<file path="config.mk">
export PLATFORM = sky130hd
export DESIGN_NAME = pokey_enable_gen
export DESIGN_NICKNAME = d
export VERILOG_FILES = /design/src/rtl/pokey_enable_gen.sv
export SDC_FILE = /design/constraint.sdc
export NUM_CORES = 1
export LEC_CHECK = 0
export BUFFER_PORTS_ARGS = -buffer_cell sky130_fd_sc_hd__buf_2
export CAP_MARGIN = 10
export CORE_AREA = 5 5 50 63
export CTS_CLUSTER_SIZE = 28
export DETAILED_ROUTE_END_ITERATION = 16
export DIE_AREA = 0 0 55 68
export PLACE_DENSITY = 0.54
export SYNTH_ARGS = -nofsm -noshare
export SYNTH_HDL_FRONTEND = slang
export SYNTH_SLANG_ARGS = --single-unit
</file>
<file path="constraint.sdc">
create_clock -name clk -period 1.85 [get_ports clk]
set_input_delay 0.0925 -clock clk [delete_from_list [all_inputs] [get_ports clk]]
set_output_delay 0.0925 -clock clk [all_outputs]
set_load 0.01 [all_outputs]
</file>
<file path="src/rtl/pokey_enable_gen.sv">
// rtl/pokey_enable_gen.sv - phase-locked 1.79 MHz / 64 kHz / 15 kHz clock-enable strobes
module pokey_enable_gen #(
    parameter int CLK_DIV = 16,
    parameter int DIV64   = 28,
    parameter int DIV15   = 114
) (
    input  logic clk,
    input  logic reset_n,
    input  logic init,
    output logic enable_179,
    output logic enable_64,
    output logic enable_15
);

    localparam int C64_W = $clog2(DIV64);
    localparam int C15_W = $clog2(DIV15);
    localparam logic [C64_W-1:0] C64_LAST = C64_W'(DIV64 - 1);
    localparam logic [C15_W-1:0] C15_LAST = C15_W'(DIV15 - 1);

    logic             tick;
    logic [C64_W-1:0] c64;
    logic [C15_W-1:0] c15;
    logic             clear;

    assign clear = !reset_n || init;

    // A divide-by-one prescaler has no state: every clk is a machine cycle.
    generate
        if (CLK_DIV == 1) begin : g_no_prescale
            assign tick = 1'b1;
        end else begin : g_prescale
            localparam int P_W = $clog2(CLK_DIV);
            localparam logic [P_W-1:0] P_LAST = P_W'(CLK_DIV - 1);
            logic [P_W-1:0] p;

            assign tick = (p == P_LAST);

            always_ff @(posedge clk) begin
                if (clear) begin
                    p <= '0;
                end else if (tick) begin
                    p <= '0;
                end else begin
                    p <= p + 1'b1;
                end
            end
        end
    endgenerate

    always_ff @(posedge clk) begin
        if (clear) begin
            c64 <= '0;
            c15 <= '0;
        end else if (tick) begin
            c64 <= (c64 == C64_LAST) ? '0 : c64 + 1'b1;
            c15 <= (c15 == C15_LAST) ? '0 : c15 + 1'b1;
        end
    end

    // Base strobes are qualified by tick so they always land on a machine cycle.
    always_ff @(posedge clk) begin
        if (clear) begin
            enable_179 <= 1'b0;
            enable_64  <= 1'b0;
            enable_15  <= 1'b0;
        end else begin
            enable_179 <= tick;
            enable_64  <= tick && (c64 == C64_LAST);
            enable_15  <= tick && (c15 == C15_LAST);
        end
    end

endmodule

</file>
==> results of run 1 <==
[routing by layer]
metal | up-vias | wire (µm) | track usage (%)
met5 | - | 0 | 0
met4 | 0 | 66 | 8.21
met3 | 7 | 32 | 1.96
met2 | 8 | 727 | 16.7
met1 | 313 | 758 | 11.4
li1 | 347 | - | -
[cell usage after synthesis, types with 2 or more instances]
cell and count:
nand2_1 12, ha_1 4, inv_1 3, nand3_1 4
nand4b_1 3, nor3_1 5, and2_1 2, a21oi_1 8
or3_1 4, nor2_1 6, dfxtp_1 19, o21ai_0 3
and3_1 2, xnor2_1 2
[cells by family after synthesis]
group | synth area share, %
compound gates | 12.5
xor+xnor | 2.08
fa+ha+maj | 5.94
buf+inv | 3.27
flops | 45.2
simple gates | 31.1
[area by class of cell]
class / instances / area share, %
inverters: 3 / 1.20
clock buffers: 4 / 2.81
well taps: 34 / 4.55
flip-flops and latches: 19 / 40.7
repair buffers: 7 / 4.28
multi-input cells: 68 / 46.5
[worst max-delay path, cell delays in order, from the launching register on]
cell and delay, ns:
dfxtp_1 0.39, ha_1 0.25, nand3_2 0.19, or3_1 0.40, a221oi_1 0.25
[worst min-delay path by stage]
stage	start	endpoint	slack, ns	cells past startpoint
floorplan	init	c15[0]	0.28	2
global placement	init	c15[0]	0.43	3
detailed placement	init	c15[5]	0.44	3
CTS	init	c15[5]	0.11	3
global route	init	c15[5]	0.10	3
finish	init	c15[5]	0.09	3
[power breakdown]
group / switching, µW / internal [µW]
combinational: 8.91 / 4.59
sequential: 1.99 / 411
clock: 131 / 84.3
total: 142 / 500
[stage by stage]
| stage | worst slack [ns] | hold WS (ns) |
|---|---|---|
| after floorplan | 0.481 | 0.281 |
| after global placement | 0.359 | 0.433 |
| after detailed placement | 0.294 | 0.439 |
| after CTS | 0.268 | 0.111 |
| after global routing | 0.127 | 0.103 |
| final | 0.286 | 0.0946 |
[state kept, by name, indices dropped and copies added (netlist names)]
register      count
c15               7
enable_64         1
c64               5
enable_15         1
enable_179        1
g_prescale.p      4
==> metrics.cfg, run 1 <==
[sta]
maxSlewHeadroom_pct = 58.9
period_minus_slack_ns = 1.56
slew_violations = 0
finalHoldViolations = 0
worst_pin_slew_ns = 0.616
setup_viol = 0
period_share_pct = 84.6
rsz0062_at_grt = no
fmax_mhz = 639
finClkSkew_ns = 0.00449
setup_tns_ns = 0

[routing]
antenna_left = 0
wire_per_inst_um = 11.7
num_vias = 675
wirelength_um = 1580
first_pass_iters = 4
drtIter0Drc = 15
vias_per_cell = 5.00
drc = 0

[worst_setup_path]
worstSetupStartpoint = g_prescale.p[0]
r2r_start = g_prescale.p[0]
start_kind = flop
rr_endpoint = c15[4]
path_class = reg2reg
rrSetupSlack_ns = 0.29
cp-end-kind = flop
endpoint = c15[4]
path_max_fanout = 11
crit_arrival_ns = 1.78
worst_ep_required_time_ns = 2.07
rr_worst_depth = 4

[run]
max-cap-violations = 0

[placement]
placed_cells = 131
place_hpwl_um = 1160
placed_cell_area_um2 = 908
globalplace.congestion = 0.809
portBuffers = 5

[floorplan]
rows = 21
die_y_um = 68
die_area_um2 = 3740
start_util_pct = 33.0
top_level_ports = 6
die_x_um = 55
core_um2 = 2550

[synth]
ys_seq_area_share_pct = 45.2
synth_seq_cells = 19
synth-main-ff-cell = dfxtp_1
synth_nets = 100
ys_async_sr_fraction_pct = 0
synth.area.top_cells = dfxtp_1, ha_1, nand2_1
synth-edff-count = 0
ys.warnings.count = 0
synth_cells = 93
yosys.area.top_type = dfxtp_1
yosysTopAreaCellShare_pct = 45.2
netlist-cell-type-count = 30
syn_area_per_cell_um2 = 9.05
syn-cell-area_um2 = 842

[final_layout]
final_area_um2 = 935
final_cells = 135
diodes = 0
seqCellArea_um2 = 380
multiInputGateArea_um2 = 434
postLayoutCoreUtil_pct = 36.7
areaGrowthSynthToFinish_pct = 11.0
nets = 109
nFillCells = 275
mostFrequentLayoutCells = dfxtp_1, nand2_1, a21oi_1
final_common_cell = dfxtp_1
drive_above_1_share_pct = 12.9

[global_routing]
track_usage_pct = 10.3
grt_antenna_before_repair = 0
grt_pass1_wl_um = 2760
grt_overflow_total = 0
grt_pass1_vias = 666
grt_max_degree = 16

[clocking]
ctsResizeCount = 0
cts-root-buf = clkbuf_4
hold_buffers = 0
post_cts_buffers = 0
cts_made_buffers = 3
clk-insertion-delay-late_ns = 0.31
clkSinkCount = 19
tritoncts = yes
path_clk_slew_ns = 0.11
clockBufferDepth = 2
htreeDepth = 1

[power]
powerDensity_nw_per_um2 = 686
ir_worst_vdd_uv = 318
finalPower_uw = 642
leakage_uw = 0.000308

[hold_path]
worst_hold_path_type = in2reg

[run_status]
outcome = finished, final reports clean

Power figures use the tool's default switching activity.
==> inputs of run 2 (changes only) <==
- clock period: 1.85 -> 1.6 ns (I/O delays scaled with it)
==> metrics.cfg, run 2 (synthesized netlist as in run 1, its figures left out) <==
[worst_setup_path]
start_kind = flop  ; unchanged
path_max_fanout = 5  ; was 11
crit_arrival_ns = 1.69  ; was 1.78 ns
worst_ep_required_time_ns = 1.80  ; was 2.07 ns
path_class = reg2reg  ; unchanged
cp-end-kind = flop  ; unchanged

[clocking]
clockBufferDepth = 2  ; unchanged
tritoncts = yes  ; unchanged
cts-root-buf = clkbuf_4  ; unchanged
cts_made_buffers = 3  ; unchanged
hold_buffers = 0  ; unchanged
clk-insertion-delay-late_ns = 0.30  ; was 0.31 ns
clkSinkCount = 19  ; unchanged
path_clk_slew_ns = 0.11  ; about the same
htreeDepth = 1  ; unchanged

[sta]
rsz0062_at_grt = no  ; unchanged
period_share_pct = 92.7  ; was 84.6%
worst_pin_slew_ns = 0.595  ; was 0.616 ns
setup_viol = 0  ; unchanged
setup_tns_ns = 0  ; unchanged
finClkSkew_ns = 0.00370  ; was 0.00449 ns
finalHoldViolations = 0  ; unchanged
slew_violations = 0  ; unchanged
fmax_mhz = 674  ; was 639 MHz
period_minus_slack_ns = 1.48  ; was 1.56 ns
maxSlewHeadroom_pct = 60.3  ; was 58.9%

[power]
leakage_uw = 0.000319  ; was 0.000308 µW
finalPower_uw = 739  ; was 642 µW
powerDensity_nw_per_um2 = 772  ; was 686 nW/µm²
ir_worst_vdd_uv = 546  ; was 318 µV

[floorplan]
die_area_um2 = 3740  ; unchanged
start_util_pct = 33.0  ; unchanged
rows = 21  ; unchanged
core_um2 = 2550  ; unchanged
top_level_ports = 6  ; unchanged
die_x_um = 55  ; unchanged
die_y_um = 68  ; unchanged

[routing]
first_pass_iters = 4  ; unchanged
vias_per_cell = 5.01  ; was 5.00
drtIter0Drc = 12  ; was 15
wire_per_inst_um = 11.9  ; was 11.7 µm
drc = 0  ; unchanged
antenna_left = 0  ; unchanged
num_vias = 686  ; was 675
wirelength_um = 1630  ; was 1580 µm

[placement]
portBuffers = 5  ; unchanged
place_hpwl_um = 1240  ; was 1160 µm
globalplace.congestion = 0.736  ; was 0.809

[final_layout]
drive_above_1_share_pct = 19.4  ; was 12.9%
final_common_cell = dfxtp_1  ; unchanged
areaGrowthSynthToFinish_pct = 13.7  ; was 11.0%
largest_register_ffs = 7  ; unchanged
mostFrequentLayoutCells = dfxtp_1, nand2_1, a21oi_1  ; unchanged
largestRegisters = c15 (7), c64 (5), g_prescale.p (4)  ; unchanged
nets = 111  ; was 109
nFillCells = 276  ; was 275
diodes = 0  ; unchanged
largest_register = c15  ; unchanged

[global_routing]
grt_max_degree = 16  ; unchanged
track_usage_pct = 11.1  ; was 10.3%
grt_antenna_before_repair = 0  ; unchanged
grt_overflow_total = 0  ; unchanged
grt_pass1_vias = 691  ; was 666
grt_pass1_wl_um = 2970  ; was 2760 µm

[run_status]
outcome = finished, final reports clean  ; unchanged

[run]
max-cap-violations = 0  ; unchanged

[hold_path]
worst_hold_path_type = in2reg  ; unchanged

run 2: what timing repair did:
| item | 4_1_cts | 5_1_grt |
|---|---|---|
| setup buffers | 0 | 0 |
| endpoints found under the setup margin | 0 | 6 |
| gates resized for setup | 0 | 4 |
run 2: layout make-up:
cell class | count | area, µm² | share of cell area (%)
Multi-Input combinational cell | 68 | 438 | 45.8
Sequential cell | 19 | 383 | 40.0
Timing Repair Buffer | 9 | 55.1 | 5.75
Tap cell | 34 | 42.5 | 4.44
Clock buffer | 3 | 22.5 | 2.35
Inverter | 3 | 11.3 | 1.18
Clock inverter | 1 | 5.00 | 0.523
run 2: path summary, 6_finish.rpt:
kind / start / end / slack [ns] / depth (start not counted)
worst max-delay path: c15[0] / c15[5] / 0.12 / 5
worst min-delay path: init / c15[5] / 0.07 / 3
worst max register to register: c15[0] / c15[5] / 0.12 / 5
worst min register to register: g_prescale.p[0] / g_prescale.p[0] / 0.45 / 1
run 2: metrics by stage:
step	std cells	setup slack, ns	area, µm²	util (%)	hold WS [ns]
floorplan	93	0.231	842	-	0.268
global placement	133	0.101	923	36.2	0.395
detailed placement	133	0.0377	923	36.2	0.406
CTS	137	0.00848	951	37.3	0.0795
global route	137	0.0115	957	37.6	0.0886
finish	137	0.116	957	37.6	0.0745
run 2: per-layer routing:
layer	up-vias	routed length, µm	GRT usage [%]
met5	-	0	0
met4	0	40	6.99
met3	5	30	2.83
met2	8	880	19.5
met1	323	678	11.2
li1	350	-	-
run 2: worst max-delay path, stage by stage, from the launching register on:
cell	delay, ns
dfxtp_1	0.44
ha_1	0.19
nand2_1	0.08
nor4_4	0.28
nor3_1	0.10
o31a_1	0.30
run 2: where the power goes:
group | switching (µW) | leakage (µW) | total (µW) | internal (µW)
Combinational | 10.1 | 0.000147 | 15.8 | 5.70
Clock | 151 | 0.0000177 | 245 | 93.3
Sequential | 2.46 | 0.000154 | 478 | 476
